`config.mk`:
```
export PLATFORM = sky130hd
export DESIGN_NAME = fetch_prefetch
export DESIGN_NICKNAME = d
export VERILOG_FILES = /design/src/rtl/fetch_prefetch.sv
export SDC_FILE = /design/constraint.sdc
export NUM_CORES = 1
export LEC_CHECK = 0
export CAP_MARGIN = 40
export CELL_PAD_IN_SITES_DETAIL_PLACEMENT = 1
export CELL_PAD_IN_SITES_GLOBAL_PLACEMENT = 2
export CORE_AREA = 2 2 231 233
export CTS_BUF_LIST = sky130_fd_sc_hd__clkbuf_16
export CTS_CLUSTER_DIAMETER = 100
export DETAILED_ROUTE_END_ITERATION = 7
export DIE_AREA = 0 0 233 235
export GPL_TIMING_DRIVEN = 1
export PLACE_DENSITY_LB_ADDON = 0.1
export SLEW_MARGIN = 20
export SYNTH_ARGS = -nofsm -noshare
export SYNTH_HDL_FRONTEND = slang
export SYNTH_SLANG_ARGS = --single-unit
```
`constraint.sdc`:
```
create_clock -name clk -period 10.5 [get_ports clk]
set_input_delay 2.625 -clock clk [delete_from_list [all_inputs] [get_ports clk]]
set_output_delay 2.625 -clock clk [all_outputs]
set_load 0.01 [all_outputs]
```
`src/rtl/fetch_prefetch.sv`:
```
// Instruction-fetch stage with a credit-managed prefetch queue.
// Requests are issued only when a queue slot is reserved for their response.
module fetch_prefetch #(
    parameter int unsigned    N        = 64,
    parameter int unsigned    W        = 32,
    parameter int unsigned    DEPTH    = 4,
    parameter logic [N-1:0]   RESET_PC = '0,
    parameter int unsigned    STEP     = 4
) (
    input  logic         clk,
    input  logic         reset,
    input  logic         redirect_F,
    input  logic [N-1:0] redirect_pc_F,
    output logic         imem_req_valid,
    output logic [N-1:0] imem_req_addr,
    input  logic         imem_req_ready,
    input  logic         imem_rsp_valid,
    input  logic [W-1:0] imem_rsp_data,
    output logic         inst_valid_D,
    output logic [W-1:0] inst_D,
    output logic [N-1:0] pc_D,
    input  logic         inst_ready_D
);

    localparam int unsigned AW = (DEPTH > 1) ? $clog2(DEPTH) : 1;
    localparam int unsigned CW = $clog2(DEPTH) + 1;

    logic [N-1:0]  r_pc;
    logic [N-1:0]  r_rsp_pc;
    logic [W-1:0]  r_inst_q [DEPTH];
    logic [N-1:0]  r_pc_q   [DEPTH];
    logic [AW-1:0] r_rd_ptr;
    logic [AW-1:0] r_wr_ptr;
    logic [CW-1:0] r_count;
    logic [CW-1:0] r_outstanding;
    logic [CW-1:0] r_drop;

    logic [CW:0]   w_in_use;
    logic          w_credit;
    logic          w_fire;
    logic          w_deq;
    logic          w_enq;
    logic [CW-1:0] w_out_after_rsp;

    // Every in-flight request already owns a queue slot, so the sum bounds both.
    assign w_in_use        = {1'b0, r_count} + {1'b0, r_outstanding};
    assign w_credit        = w_in_use < (CW+1)'(DEPTH);
    assign imem_req_valid  = !reset && !redirect_F && w_credit;
    assign imem_req_addr   = r_pc;
    assign w_fire          = imem_req_valid && imem_req_ready;
    assign w_out_after_rsp = r_outstanding - CW'(imem_rsp_valid);

    assign inst_valid_D = !reset && (r_count != '0);
    assign inst_D       = r_inst_q[r_rd_ptr];
    assign pc_D         = r_pc_q[r_rd_ptr];
    assign w_deq        = inst_valid_D && inst_ready_D;
    assign w_enq        = imem_rsp_valid && (r_drop == '0) && !redirect_F && !reset;

    always_ff @(posedge clk) begin
        if (reset) begin
            r_pc          <= RESET_PC;
            r_rsp_pc      <= RESET_PC;
            r_rd_ptr      <= '0;
            r_wr_ptr      <= '0;
            r_count       <= '0;
            r_outstanding <= '0;
            r_drop        <= '0;
        end else if (redirect_F) begin
            // Requests still in flight become stale and are counted off as they return.
            r_pc          <= redirect_pc_F;
            r_rsp_pc      <= redirect_pc_F;
            r_rd_ptr      <= '0;
            r_wr_ptr      <= '0;
            r_count       <= '0;
            r_outstanding <= w_out_after_rsp;
            r_drop        <= w_out_after_rsp;
        end else begin
            if (w_fire) begin
                r_pc <= r_pc + N'(STEP);
            end
            r_outstanding <= w_out_after_rsp + CW'(w_fire);
            if (imem_rsp_valid && (r_drop != '0)) begin
                r_drop <= r_drop - CW'(1);
            end
            if (w_enq) begin
                r_wr_ptr <= r_wr_ptr + AW'(1);
                r_rsp_pc <= r_rsp_pc + N'(STEP);
            end
            if (w_deq) begin
                r_rd_ptr <= r_rd_ptr + AW'(1);
            end
            r_count <= r_count + CW'(w_enq) - CW'(w_deq);
        end
    end

    always_ff @(posedge clk) begin
        if (w_enq) begin
            r_inst_q[r_wr_ptr] <= imem_rsp_data;
            r_pc_q[r_wr_ptr]   <= r_rsp_pc;
        end
    end

endmodule

```
Word-level counts from Yosys, hierarchy flattened
Memories as Yosys holds them, arrays and structs flattened. A register that Yosys moved wholly into a read port is not among the register bits.
Cells that the tools add are included.
{ "classes": {"mux": 13, "addsub": 10, "reduce_logical": 18, "magnitude_cmp": 1} }
{ "op_table": {"columns": ["operator", "n"], "rows": [
  ["two-way mux 64 bit", 4],
  ["adder 64 x 3 -> 64 bit, second input constant", 2],
  ["logical AND 1 bit", 9],
  ["two-way mux 3 bit", 3],
  ["two-way mux 2 bit", 4],
  ["adder 3 x 1 -> 3 bit", 2],
  ["nonzero test 2 bit", 3],
  ["nonzero test 3 bit", 2],
  ["subtractor 3 x 1 -> 3 bit", 2],
  ["adder 2 x 1 -> 2 bit, second input constant", 2],
  ["adder 3 x 3 -> 4 bit", 1],
  ["less-than comparator 4 x 3 -> 1 bit, second input constant", 1],
  ["logical NOT 3 bit", 1],
  ["subtractor 3 x 1 -> 3 bit, second input constant", 1],
  ["logical NOT 1 bit", 2],
  ["two-way mux 1 bit", 2],
  ["OR reduction 2 bit", 1]
]} }
{ "totals": {"input_bits": 102, "elab_cells": 51, "mem_bits_rw": 384, "register_bits": 141, "n_memories": 2} }
{ "memory_table": {"columns": ["memory", "words", "width", "read_ports", "rd_ports_with_merged_regs", "write_ports", "line_no", "rtl"], "rows": [
  ["r_pc_q", 4, 64, 1, 1, 1, "31", "logic [N-1:0] r_pc_q [DEPTH];"],
  ["r_inst_q", 4, 32, 1, 1, 1, "30", "logic [W-1:0] r_inst_q [DEPTH];"]
]} }

Logic depth before layout (Yosys ltp)
{ "logic_depth": {"depth_word": 6, "ltp_mapped": 13, "mapped_depth_nobuf": 12} }

Worst setup path before layout
OpenSTA, ideal clock, no wires.
{ "synth_timing": {"path_type": "input to output", "from": "input reset", "to": "output inst_valid_D", "required_ns": 7.875, "slack_ns": 4.288, "stages": 4, "path_buffers": 3, "arrival_ns": 3.587, "cell_sequence": "clkbuf_1 > buf_1 > clkbuf_1 > nor2_1"} }
{ "synth_via": {"elab_chain_len": 2} }
{ "synth_lines": {"columns": ["element", "line_no", "rtl"], "rows": [
  ["from (decl)", "11", "input logic reset,"],
  ["logical NOT 1 bit", "53", "assign inst_valid_D = !reset && (r_count != '0);"],
  ["logical AND 1 bit", "53", null],
  ["to (decl)", "19", "output logic inst_valid_D,"]
]} }
Every way passes these cells.

Worst setup path in the final report
{ "layout_timing": {"from": "input reset", "to": "output imem_req_valid"} }
{ "layout_via": {"elab_chain_len": 3} }
{ "layout_lines": {"columns": ["element", "line_no", "rtl"], "rows": [
  ["logical NOT 1 bit", "48", "assign imem_req_valid = !reset && !redirect_F && w_credit;"],
  ["logical AND 1 bit (2 in a row)", "48", null],
  ["to (decl)", "14", "output logic imem_req_valid,"]
]} }
Every way passes these cells.

==> flow_summary.json <==
{
  "syn2layout_area_growth_pct": 23.27,
  "p_leak_nw": 8.856,
  "whs_ns": 0.4735,
  "grtUsageTotal_pct": 23.04,
  "min_path_type": "reg2reg",
  "place_inst": 2461,
  "yosysMostFrequentCell": "edfxtp_1",
  "clock_path_buffers": 3,
  "grt_pass1_vias": 15518,
  "drc": 0,
  "htree_levels": 2,
  "postCtsSetupRepairBufs": 0,
  "relSlewSlack_pct": 36.51,
  "vdd_drop_max_mv": 0.1455,
  "via_per_inst": 5.769,
  "fillers": 5123,
  "wirelength_um": 62900,
  "yosysTopAreaCellShare_pct": 51.67,
  "clock-sinks": 527,
  "cts_root_buf": "clkbuf_16",
  "synthesis.nets": 1686,
  "post_drt_wl_per_cell_um": 24.49,
  "ys_ff_latch": 527,
  "yosysTopAreaCell": "edfxtp_1",
  "seqPwrFrac_pct": 52.2,
  "worst_slew_pin_slew_ns": 0.9436,
  "synth_common_cells": "edfxtp_1, dfxtp_1, nand2_1",
  "post-dp-hpwl_um": 43480,
  "finalSetupViolations": 0,
  "drt-initial-drc-count": 999,
  "ctsResizeCount": 0,
  "intPower_mw": 3.485,
  "worstPathRequired_ns": 7.88,
  "die_area_mm2": 0.05476,
  "final_util_pct": 52.66,
  "synth_area_leaders": "edfxtp_1, dfxtp_1, mux4_2, nand2_1, o31a_1",
  "ctsHoldBuffers": 0,
  "critical_path_arrival_ns": 4.15,
  "period_share_pct": 64.53,
  "rsz0062_at_grt": "no",
  "grt_overflow_total": 0,
  "multi_input_area_mm2": 0.007371,
  "grt_max_degree": 67,
  "fp.dieW_um": 233,
  "status": "finished, final reports clean",
  "tns_ns": 0,
  "ys_types": 75,
  "cap_violations": 0,
  "io_pins": 264,
  "path_clk_slew_ns": 0.06,
  "dr.pass1.iters": 5,
  "p_sw_share_pct": 23.21,
  "antenna_found_initial": 3,
  "synth_cells": 1567,
  "rows": 84,
  "period_needed_ns": 6.776,
  "final_cells": 2568,
  "grt_pass1_wl_um": 96020,
  "yosys_warnings": 0,
  "p_comb_share_pct": 6.7,
  "p_clk_share_pct": 41.1,
  "seqCellArea_mm2": 0.01440,
  "ys.flop_type": "edfxtp_1",
  "synth_area_per_cell_um2": 14.24,
  "clk_latency_ns": 0.61,
  "num_vias": 14815,
  "ys_seq_area_share_pct": 64.50,
  "nets": 1951,
  "end_kind": "primary output",
  "die_h_um": 235,
  "crit_path_start_kind": "input pin",
  "synth_edf_count": 384,
  "cts_made_buffers": 56,
  "drive_gt1_share_pct": 12.61,
  "switchingPower_mw": 1.053,
  "core_mm2": 0.05224,
  "io_buffers": 263,
  "start_util_pct": 42.72,
  "drv_slew": 0,
  "cellPowerDensity_mw_per_mm2": 165.0,
  "cp_max_fo": 46,
  "place_congestion": 0.8624,
  "postSynth.asyncResetShare_pct": 0,
  "n_antenna_cell": 0,
  "syn_area_mm2": 0.02232,
  "drtAntennaViolNets": 0,
  "cts_tree": "built",
  "skew_ns": 0.02188,
  "hold_violations": 0,
  "worstSetupPathType": "in2out",
  "fmax_mhz": 147.6
}
-- layout make-up --
type / instances / share of cell area (%)
multi-input cells: 895 / 26.80
inverters: 67 / 0.9143
repair buffers: 285 / 10.49
clock buffers: 56 / 5.094
well taps: 688 / 3.129
clock inverters: 50 / 1.224
flip-flops and latches: 527 / 52.35
-- state kept, by name (all words and copies together), names as in the netlist, named ones only --
register,flops
imem_req_addr,64
r_rsp_pc,64
r_inst_q,128
r_pc_q,256
r_outstanding,3
r_count,3
r_wr_ptr,2
r_drop,3
r_rd_ptr,2
-- stage by stage --
step / setup slack (ns) / instance area [um2] / power [mW]
after floorplan: 4.288 / 22320 / 2.532
after global placement: 3.707 / 25620 / 2.704
after detailed placement: 3.710 / 25740 / 2.717
after CTS: 3.707 / 27480 / 4.583
after global routing: 3.632 / 27510 / 4.692
final: 3.724 / 27510 / 4.538
-- cell families after synthesis --
group / count (synthesis) / share of synthesized area (%)
XOR/XNOR: 56 / 2.198
flip-flops: 527 / 64.50
AO/OA/AOI/OAI: 254 / 7.939
multiplexers: 101 / 9.919
adder cells (fa/ha/maj): 17 / 0.9868
AND/OR/NAND/NOR: 467 / 11.90
buffers and inverters: 145 / 2.557
-- worst paths after layout --
kind | from | to | slack [ns] | depth (start not counted)
max | reset | imem_req_valid | 3.72 | 5
min | imem_req_addr[1] | imem_req_addr[1] | 0.47 | 2
max reg2reg | r_count[2] | imem_req_addr[61] | 6.69 | 7
min reg2reg | imem_req_addr[1] | imem_req_addr[1] | 0.47 | 2
-- critical path, stage by stage --
cell	delay, ns
buf_2	0.10
buf_4	0.27
nor2_2	0.35
and3_1	0.24
clkdlybuf4s50_1	0.55
-- power by group through the flow --
stage	sequential, mW	combinational (mW)	clock (mW)
CTS	2.37	0.308	1.91
global route	2.38	0.332	1.98
detailed placement	2.41	0.305	0
floorplan	2.39	0.144	0
global placement	2.41	0.298	0
finish	2.37	0.305	1.86
-- per-layer routing --
layer	GRT usage (%)	wire [um]
met1	34.16	29340
met5	0	0
met2	35.56	29120
met4	5.964	1345
met3	3.434	3089
-- cells in the final DEF, fill, tap and decap left out, types with 12 or more instances in the layout --
cell type / synthesis / routed
a211oi_1: 17 / 17
a21boi_0: 28 / 28
a21oi_1: 62 / 62
a31oi_1: 17 / 17
and3_1: 30 / 26
buf_4: 2 / 16
clkbuf_16: 0 / 56
clkdlybuf4s50_1: 0 / 261
clkinv_1: 0 / 14
dfxtp_1: 143 / 141
edfxtp_1: 384 / 384
ha_1: 16 / 16
inv_1: 65 / 80
mux4_2: 96 / 96
nand2_1: 103 / 103
nand3_1: 51 / 51
nand4_1: 56 / 56
nor2_1: 66 / 66
nor3_1: 25 / 25
nor4_1: 50 / 50
o21ai_0: 19 / 19
o31a_1: 44 / 44
o31ai_1: 12 / 12
or4_1: 14 / 14
xnor2_1: 32 / 32
xor2_1: 24 / 24
Note: power is estimated with default switching activity, not from simulation.
